$ cat config.mk
export PLATFORM = sky130hd
export DESIGN_NAME = decode_pipe
export DESIGN_NICKNAME = d
export VERILOG_FILES = /design/src/rtl/decode_pipe.sv
export SDC_FILE = /design/constraint.sdc
export NUM_CORES = 1
export LEC_CHECK = 0
export ABC_AREA = 1
export CAP_MARGIN = 40
export CORE_MARGIN = 1
export CORE_UTILIZATION = 56
export CTS_CLUSTER_SIZE = 14
export DETAILED_ROUTE_END_ITERATION = 8
export GPL_TIMING_DRIVEN = 0
export PLACE_DENSITY = 0.87
export SETUP_SLACK_MARGIN = 0.4
export SLEW_MARGIN = 25
export SYNTH_ARGS = -nofsm -noshare
export SYNTH_HDL_FRONTEND = slang
export SYNTH_SLANG_ARGS = --single-unit
$ cat constraint.sdc
create_clock -name clock -period 11.7 [get_ports clock]
set_input_delay 3.51 -clock clock [delete_from_list [all_inputs] [get_ports clock]]
set_output_delay 3.51 -clock clock [all_outputs]
set_load 0.02 [all_outputs]
$ cat src/rtl/decode_pipe.sv
// decode_pipe: registered MIPS decode stage between fetch and execute.
// A combinational decoder feeds a two-slot holding structure (output register
// plus one skid register). The skid catches the single instruction that can
// arrive in the cycle when execute stalls, so nothing is dropped or duplicated.
module decode_pipe #(
    parameter int PC_WIDTH      = 32,
    parameter int ENABLE_MULDIV = 1
) (
    input  logic                clock,
    input  logic                reset,
    input  logic                flush,
    input  logic                in_valid,
    output logic                in_ready,
    input  logic [31:0]         insn,
    input  logic [PC_WIDTH-1:0] pc,
    output logic                out_valid,
    input  logic                out_ready,
    output logic [5:0]          opcode_out,
    output logic [4:0]          rs_out,
    output logic [4:0]          rt_out,
    output logic [4:0]          rd_out,
    output logic [4:0]          sa_out,
    output logic [5:0]          func_out,
    output logic [31:0]         imm_out,
    output logic [PC_WIDTH-1:0] target_out,
    output logic [PC_WIDTH-1:0] pc_out,
    output logic [1:0]          itype_out,
    output logic                illegal_out
);

    localparam bit MULDIV_EN = (ENABLE_MULDIV != 0);

    typedef struct packed {
        logic [5:0]          opcode;
        logic [4:0]          rs;
        logic [4:0]          rt;
        logic [4:0]          rd;
        logic [4:0]          sa;
        logic [5:0]          func;
        logic [31:0]         imm;
        logic [PC_WIDTH-1:0] target;
        logic [PC_WIDTH-1:0] pc;
        logic [1:0]          itype;
        logic                illegal;
    } bundle_t;

    // How the 16-bit immediate is widened for I-type instructions.
    typedef enum logic [1:0] {
        IMM_SIGN  = 2'd0,
        IMM_ZERO  = 2'd1,
        IMM_UPPER = 2'd2
    } imm_mode_t;

    logic [5:0]          op;
    logic [5:0]          fn;
    logic [31:0]         sext_imm;
    logic [PC_WIDTH-1:0] pc_plus4;
    logic [PC_WIDTH-1:0] branch_target;
    logic [PC_WIDTH-1:0] jump_target;

    logic                r_legal;
    logic                r_muldiv_op;
    logic                is_i;
    logic                is_branch;
    logic                is_jump;
    imm_mode_t           imm_mode;

    bundle_t             dec;
    bundle_t             out_reg;
    bundle_t             skid_reg;
    logic                skid_valid;
    logic                transfer_in;

    assign op            = insn[31:26];
    assign fn            = insn[5:0];
    assign sext_imm      = {{16{insn[15]}}, insn[15:0]};
    assign pc_plus4      = pc + PC_WIDTH'(4);
    assign branch_target = pc_plus4 + PC_WIDTH'(sext_imm << 2);
    assign jump_target   = {pc_plus4[PC_WIDTH-1:28], insn[25:0], 2'b00};

    // Classify the opcode/func into R, I (with immediate style), branch, jump or illegal.
    always_comb begin
        r_legal     = 1'b0;
        r_muldiv_op = 1'b0;
        is_i        = 1'b0;
        is_branch   = 1'b0;
        is_jump     = 1'b0;
        imm_mode    = IMM_SIGN;
        case (op)
            6'b000000: begin
                r_muldiv_op = fn inside {6'b011000, 6'b011001, 6'b011010, 6'b011011};
                r_legal = (fn inside {6'b100000, 6'b100001, 6'b100010, 6'b100011,
                                      6'b100100, 6'b100101, 6'b100110, 6'b100111,
                                      6'b101010, 6'b101011, 6'b000000, 6'b000010,
                                      6'b000011, 6'b000100, 6'b000110, 6'b000111,
                                      6'b001000, 6'b001001})
                       || (MULDIV_EN && (fn inside {6'b011000, 6'b011001, 6'b011010,
                                                    6'b011011, 6'b010000, 6'b010010}));
            end
            6'b001001, 6'b001010, 6'b001011,
            6'b100011, 6'b101011, 6'b100000, 6'b101000, 6'b100100: begin
                is_i = 1'b1;
            end
            6'b001101, 6'b001110: begin
                is_i     = 1'b1;
                imm_mode = IMM_ZERO;
            end
            6'b001111: begin
                is_i     = 1'b1;
                imm_mode = IMM_UPPER;
            end
            6'b000100, 6'b000101, 6'b000110, 6'b000111: begin
                is_i      = 1'b1;
                is_branch = 1'b1;
            end
            6'b000001: begin
                is_i      = (insn[20:17] == 4'b0000);
                is_branch = (insn[20:17] == 4'b0000);
            end
            6'b000010, 6'b000011: begin
                is_jump = 1'b1;
            end
            default: ;
        endcase
    end

    // Build the decoded bundle; illegal words keep the raw R-type field layout.
    always_comb begin
        dec         = '0;
        dec.opcode  = op;
        dec.rs      = insn[25:21];
        dec.rt      = insn[20:16];
        dec.rd      = insn[15:11];
        dec.sa      = insn[10:6];
        dec.func    = fn;
        dec.pc      = pc;
        dec.itype   = 2'd3;
        dec.illegal = 1'b1;
        if (r_legal) begin
            dec.itype   = 2'd0;
            dec.illegal = 1'b0;
            if (r_muldiv_op) begin
                dec.rd = '0;
                dec.sa = '0;
            end
        end else if (is_i) begin
            dec.itype   = 2'd1;
            dec.illegal = 1'b0;
            dec.rd      = '0;
            dec.sa      = '0;
            dec.func    = '0;
            case (imm_mode)
                IMM_ZERO:  dec.imm = {16'h0000, insn[15:0]};
                IMM_UPPER: dec.imm = {insn[15:0], 16'h0000};
                default:   dec.imm = sext_imm;
            endcase
            if (is_branch) begin
                dec.target = branch_target;
            end
        end else if (is_jump) begin
            dec.itype   = 2'd2;
            dec.illegal = 1'b0;
            dec.rs      = '0;
            dec.rt      = '0;
            dec.rd      = '0;
            dec.sa      = '0;
            dec.func    = '0;
            dec.target  = jump_target;
        end
    end

    assign in_ready    = ~skid_valid;
    assign transfer_in = in_valid & in_ready;

    // Output/skid slot management: skid always drains first, flush empties both slots.
    always_ff @(posedge clock or posedge reset) begin
        if (reset) begin
            out_valid  <= 1'b0;
            skid_valid <= 1'b0;
            out_reg    <= '0;
            skid_reg   <= '0;
        end else if (flush) begin
            out_valid  <= 1'b0;
            skid_valid <= 1'b0;
        end else if (!out_valid || out_ready) begin
            if (skid_valid) begin
                out_reg    <= skid_reg;
                out_valid  <= 1'b1;
                skid_valid <= 1'b0;
            end else if (transfer_in) begin
                out_reg   <= dec;
                out_valid <= 1'b1;
            end else begin
                out_valid <= 1'b0;
            end
        end else if (transfer_in) begin
            skid_reg   <= dec;
            skid_valid <= 1'b1;
        end
    end

    assign opcode_out  = out_reg.opcode;
    assign rs_out      = out_reg.rs;
    assign rt_out      = out_reg.rt;
    assign rd_out      = out_reg.rd;
    assign sa_out      = out_reg.sa;
    assign func_out    = out_reg.func;
    assign imm_out     = out_reg.imm;
    assign target_out  = out_reg.target;
    assign pc_out      = out_reg.pc;
    assign itype_out   = out_reg.itype;
    assign illegal_out = out_reg.illegal;

endmodule
Yosys cells after proc, flatten, opt, wreduce, memory -nomap -nowiden

Index checks and enable logic that the tools add are counted.
Widths: inputs -> output; s select.

Add/sub/neg operators: 2
Eq/ne operators: 43
Mux-type cells: 30
Bitwise logic cells: 4
Reduce and logical (&&, ||, !) cells: 18

Operators with widths:

| kind                  | number |
|---|---|
| $mux 131              | 2 |
| $mux 32               | 4 |
| $eq 6x6->1 const B    | 15 |
| $mux 70               | 1 |
| $pmux 32 s2           | 1 |
| $eq 6x4->1 const B    | 8 |
| $eq 6x3->1 const B    | 7 |
| $mux 10               | 4 |
| $eq 6x5->1 const B    | 6 |
| $add 32x3->32 const B | 1 |
| $add 32x32->32        | 1 |
| $mux 26               | 1 |
| $eq 6x2->1 const B    | 4 |
| $reduce_bool 18->1    | 1 |
| $mux 16               | 1 |
| $reduce_or 15->1      | 1 |
| $logic_not 6->1       | 2 |
| $mux 1                | 10 |
| $eq 6x1->1 const B    | 1 |
| $mux 3                | 2 |
| $reduce_and 3->1      | 2 |
| $reduce_bool 6->1     | 1 |
| $logic_not 4->1       | 1 |
| $pmux 1 s2            | 2 |
| 13 further kinds      | 18 |

Bits in registers: 264
Bits of input ports: 69
Output and inout port bits: 133

Longest topological paths before layout

Depth in word-level cells: 9
Depth in mapped cells: 24
Gate-level depth less buffers: 24

Worst setup path before layout

Ideal clock, no wire load.

Kind: input to register
Start point: input pc[2]
End point: register out_reg (netlist bit target_out[31])
Setup time: 0.117 ns
Arrival time: 5.900 ns
Data required time: 11.583 ns
Slack: 5.683 ns
Cell stages on the path: 21
Buffers on the path: 0
Path through: ha_1 -> nand3_1 -> nor2_1 -> nand3_1 -> nor3b_2 -> nand3_1 -> xor2_1 -> ha_1 -> inv_1 -> nor3_1 -> nand2_1 -> nand2_1 -> nand2_1 -> nand2_1 -> inv_1 -> nand2_1 -> nand2_1 -> nand3_1 -> nand3_1 -> nand2_1 -> nand2_1

Cells in the longest elaborated chain, start to end: 7

Ends and longest elaborated chain:

| element                | RTL line | text |
|---|---|---|
| start: declaration     | 15       | `input logic [PC_WIDTH-1:0] pc,` |
| $add 32x3->32 (*)      | 77       | `assign pc_plus4 = pc + PC_WIDTH'(4);` |
| $add 32x32->32         | 78       | `assign branch_target = pc_plus4 + PC_WIDTH'(sext_imm << 2);` |
| $mux 32                | 157      | `if (is_branch) begin` |
| $mux 32 (*)            | 146      | `end else if (is_i) begin` |
| $mux 70 (*)            | 139      | `if (r_legal) begin` |
| $mux 131 (*)           | 190      | `end else if (transfer_in) begin` |
| $mux 131 (*)           | 186      | `if (skid_valid) begin` |
| end signal: assignment | 187      | `out_reg <= skid_reg;` |
| end: declaration       | 69       | `bundle_t out_reg;` |

Every way passes the cells marked *; elsewhere a longest branch is shown, timed or not. The select of a mux whose other input is x is not followed.
A chain may end at the register's enable or synchronous reset.

Final worst setup path

Start point: input pc[3]
End point: register out_reg (netlist bit target_out[21])

Cells in the longest elaborated chain, start to end: 7

Ends and longest elaborated chain:

| element        | RTL line |
|---|---|
| $add 32x3->32  | 77 |
| $add 32x32->32 | 78 |
| $mux 32        | 157 |
| $mux 32        | 146 |
| $mux 70        | 139 |
| $mux 131       | 190 |
| $mux 131       | 186 |

Every way passes these cells. The select of a mux whose other input is x is not followed.

==> flow_summary_export.csv <==
group,metric,value,unit
clocking,clock-root-buffer,"clkbuf_16",
drt,viasPerCell,5.815,
timing,skew,0.009207,ns
cells_and_area,fin_nets,2400,
timing,maxSlewViolCount,0,
setup_path,cp_cell_sequence,"clkdlybuf4s50_1 > ha_1 > inv_1 > nor4_1 > nand2_1 > xor2_1 > ha_1 > nand2_1 > nor2_1 > inv_1 > nor2_1 > nand4_1 > nand3_1 > nand2_1 > nand3_1 > nand2_1 > o21ai_0 > nand2_1",
die,dieArea,27240,µm²
clocking,clk_latency,0.56,ns
worst_hold_path,min_from,"skid_reg[55]",
global_routing,grt_max_degree,99,
logic_synthesis,avgSynthCellArea,7.233,µm²
clocking,clock_path_buffers,3,
logic_synthesis,synth_most_common_cell,"nand2_1",
drt,first_pass_iters,7,
placed_design,place_hpwl,37210,µm
pwr,p_leak,0.009323,µW
global_routing,first_global_vias,14688,
timing,tightest_slew,0.8010,ns
logic_synthesis,synth_area,14890,µm²
cells_and_area,largest_reg_flops,131,
setup_path,cp-start-kind,"input port",
setup_path,cp_common_cell,"nand2_1",
worst_hold_path,holdPathStages,2,
timing,whs,0.4777,ns
setup_path,worstPathRequired,12.13,ns
placed_design,io_buffers,201,
placed_design,gp_congestion,0.9598,
worst_hold_path,hold_end,"skid_reg[55]",
logic_synthesis,synth_cell_type_count,38,
global_routing,overflow,0,
drt,ant_nets,0,
logic_synthesis,synth-edff-count,0,
clocking,path_clk_slew,0.06,ns
drt,routed_wl,49860,µm
drt,drc,0,
setup_path,r2r-start,"skid_valid",
cells_and_area,fillers,2088,
timing,setup_viol,0,
die,dieWidth,165.0,µm
setup_path,cp-end-kind,"register",
cells_and_area,fin_util,0.7043,
setup_path,reg2reg_to,"pc_out[1]",
pwr,total_power,2763,µW
logic_synthesis,yosysWarnings,0,
die,ios,202,
worst_hold_path,hold_class,"register to register",
clocking,cts_tree,"built",
cells_and_area,final-seq-area,6606,µm²
setup_path,ff2ff_path_depth,9,
setup_path,crit_arrival,7.18,ns
clocking,cts_sinks,264,
global_routing,grt_pass1_wl,77340,µm
clocking,cts_htree_levels,1,
outcome,status,"finished, final reports clean",
cells_and_area,multi_input_area,7078,µm²
drt,drt_iter0_drc,1915,
logic_synthesis,async_reset_ff_frac,1.000,
global_routing,grt.total_usage,0.3696,
global_routing,antenna_found_initial,1,
pwr,peakVddDrop,0.1126,mV
setup_path,cpPeakStageDelay,0.66,ns
job,max_cap_violations,0,
logic_synthesis,synth_fp_nets,2167,
die,std_cell_rows,59,
die,fp.coreArea,26060,µm²
logic_synthesis,ys_seq_area_frac,0.4438,
timing,fin_crit_sh,0.5775,
logic_synthesis,synth_cells,2058,
setup_path,crit_type,"input port to register",
pwr,power.density,150.6,nW/µm²
logic_synthesis,ys_seq_elements,264,
clocking,cts-buffers-inserted,28,
logic_synthesis,synth_top_area_cell,"dfrtp_1",
logic_synthesis,ys.flop_type,"dfrtp_1",
timing,hold_viol_final,0,
cells_and_area,diodes,0,
timing,rsz0062_at_grt,"no",
timing,timing.fmax,0.1480,GHz
logic_synthesis,synth_area_leaders,"dfrtp_1 44%, nand2_1 18%, o21ai_0 9.6%",
die,die_y,165.0,µm
logic_synthesis,synthTopCellsByCount,"695 x nand2_1, 285 x o21ai_0, 264 x dfrtp_1",
drt,vias,15399,
setup_path,crit_path_top_delay_cell,"nor4_1",
timing,max_slew_margin,0.4660,
cells_and_area,drive_gt1_frac,0.04669,
clocking,hold_buffers,0,
die,start_util,0.5712,
clocking,cts-resized-gates,0,
drt,wl_per_cell,18.83,µm
setup_path,cp-startpoint,"pc[3]",
setup_path,r2r_slack,9.31,ns
timing,post-route-min-period,6.757,ns
clocking,cts_setup_buffers,0,
logic_synthesis,synth_top_area_frac,0.4438,
cells_and_area,syn2layout_area_growth,23.30,%
setup_path,cp_max_fo,4,
==> layer usage <==
metal  global-route usage  up-vias  wire length (µm)
met5                    0        -                 0
met4               0.1768        0              2413
met1               0.4992     7252             19960
met2               0.5687      902             22230
met3              0.07459      177              5252
li1                     -     7068                 -
==> placed cells by master (no fill, tap or decap), types with 35 or more instances in the layout <==
cell and instances:
nand3_1 117, ha_1 39, nor2_1 120, nand2_1 695
inv_1 192, clkbuf_1 71, clkdlybuf4s50_1 201, dfrtp_1 264
o21ai_0 285, a21oi_1 88, a21o_1 35
==> how the worst max path moves through the flow <==
stage / depth (start not counted) / endpoint
after global placement: 2 / skid_reg[26]
after floorplan: 1 / func_out[0]
after detailed placement: 20 / target_out[22]
final: 18 / target_out[21]
after CTS: 20 / target_out[22]
after global routing: 20 / target_out[22]
==> per-stage QoR <==
step | cell area, µm² | std cells | setup slack [ns] | TNS, ns
global placement | 17320 | 2594 | -2.101 | -548.19
CTS | 18350 | 2648 | 5.033 | 0
floorplan | 14890 | 2058 | 0.9214 | 0
finish | 18350 | 2648 | 4.943 | 0
detailed placement | 17380 | 2596 | 4.468 | 0
global route | 18350 | 2648 | 4.645 | 0
==> layout make-up <==
cell class                      instances  share of cell area
Inverter                              200             0.04145
Sequential cell                       264              0.3599
Tap cell                              335             0.02284
Timing Repair Buffer                  203              0.1126
Clock buffer                           36             0.04199
Buffer                                102             0.02441
Clock inverter                         16             0.01111
Multi-Input combinational cell       1492              0.3856
==> worst max-delay path, delay by kind of cell <==
| family | cells | cell delay [ns] |
|---|---|---|
| AOI/OAI and AO/OA | 1 | 0.24 |
| buffers and inverters | 3 | 0.74 |
| xor gates and xnor gates | 1 | 0.23 |
| adders and majority gates | 2 | 0.55 |
| and+or+nand+nor | 11 | 1.91 |
==> power by group <==
group          internal [µW]  switching [µW]
combinational            263             404
clock                    556             386
sequential              1070            84.9
total                   1890             875
==> logic make-up (layout without fill, tap and decap cells) <==
group,count (synthesis),count (layout),share of synthesized area
flops,264,264,0.4438
xor+xnor,29,29,0.01706
fa+ha+maj,40,40,0.03413
simple gates,980,980,0.2680
compound gates,443,443,0.1563
buf+inv,302,557,0.08069
No activity file was read; power rests on OpenSTA's default activity.
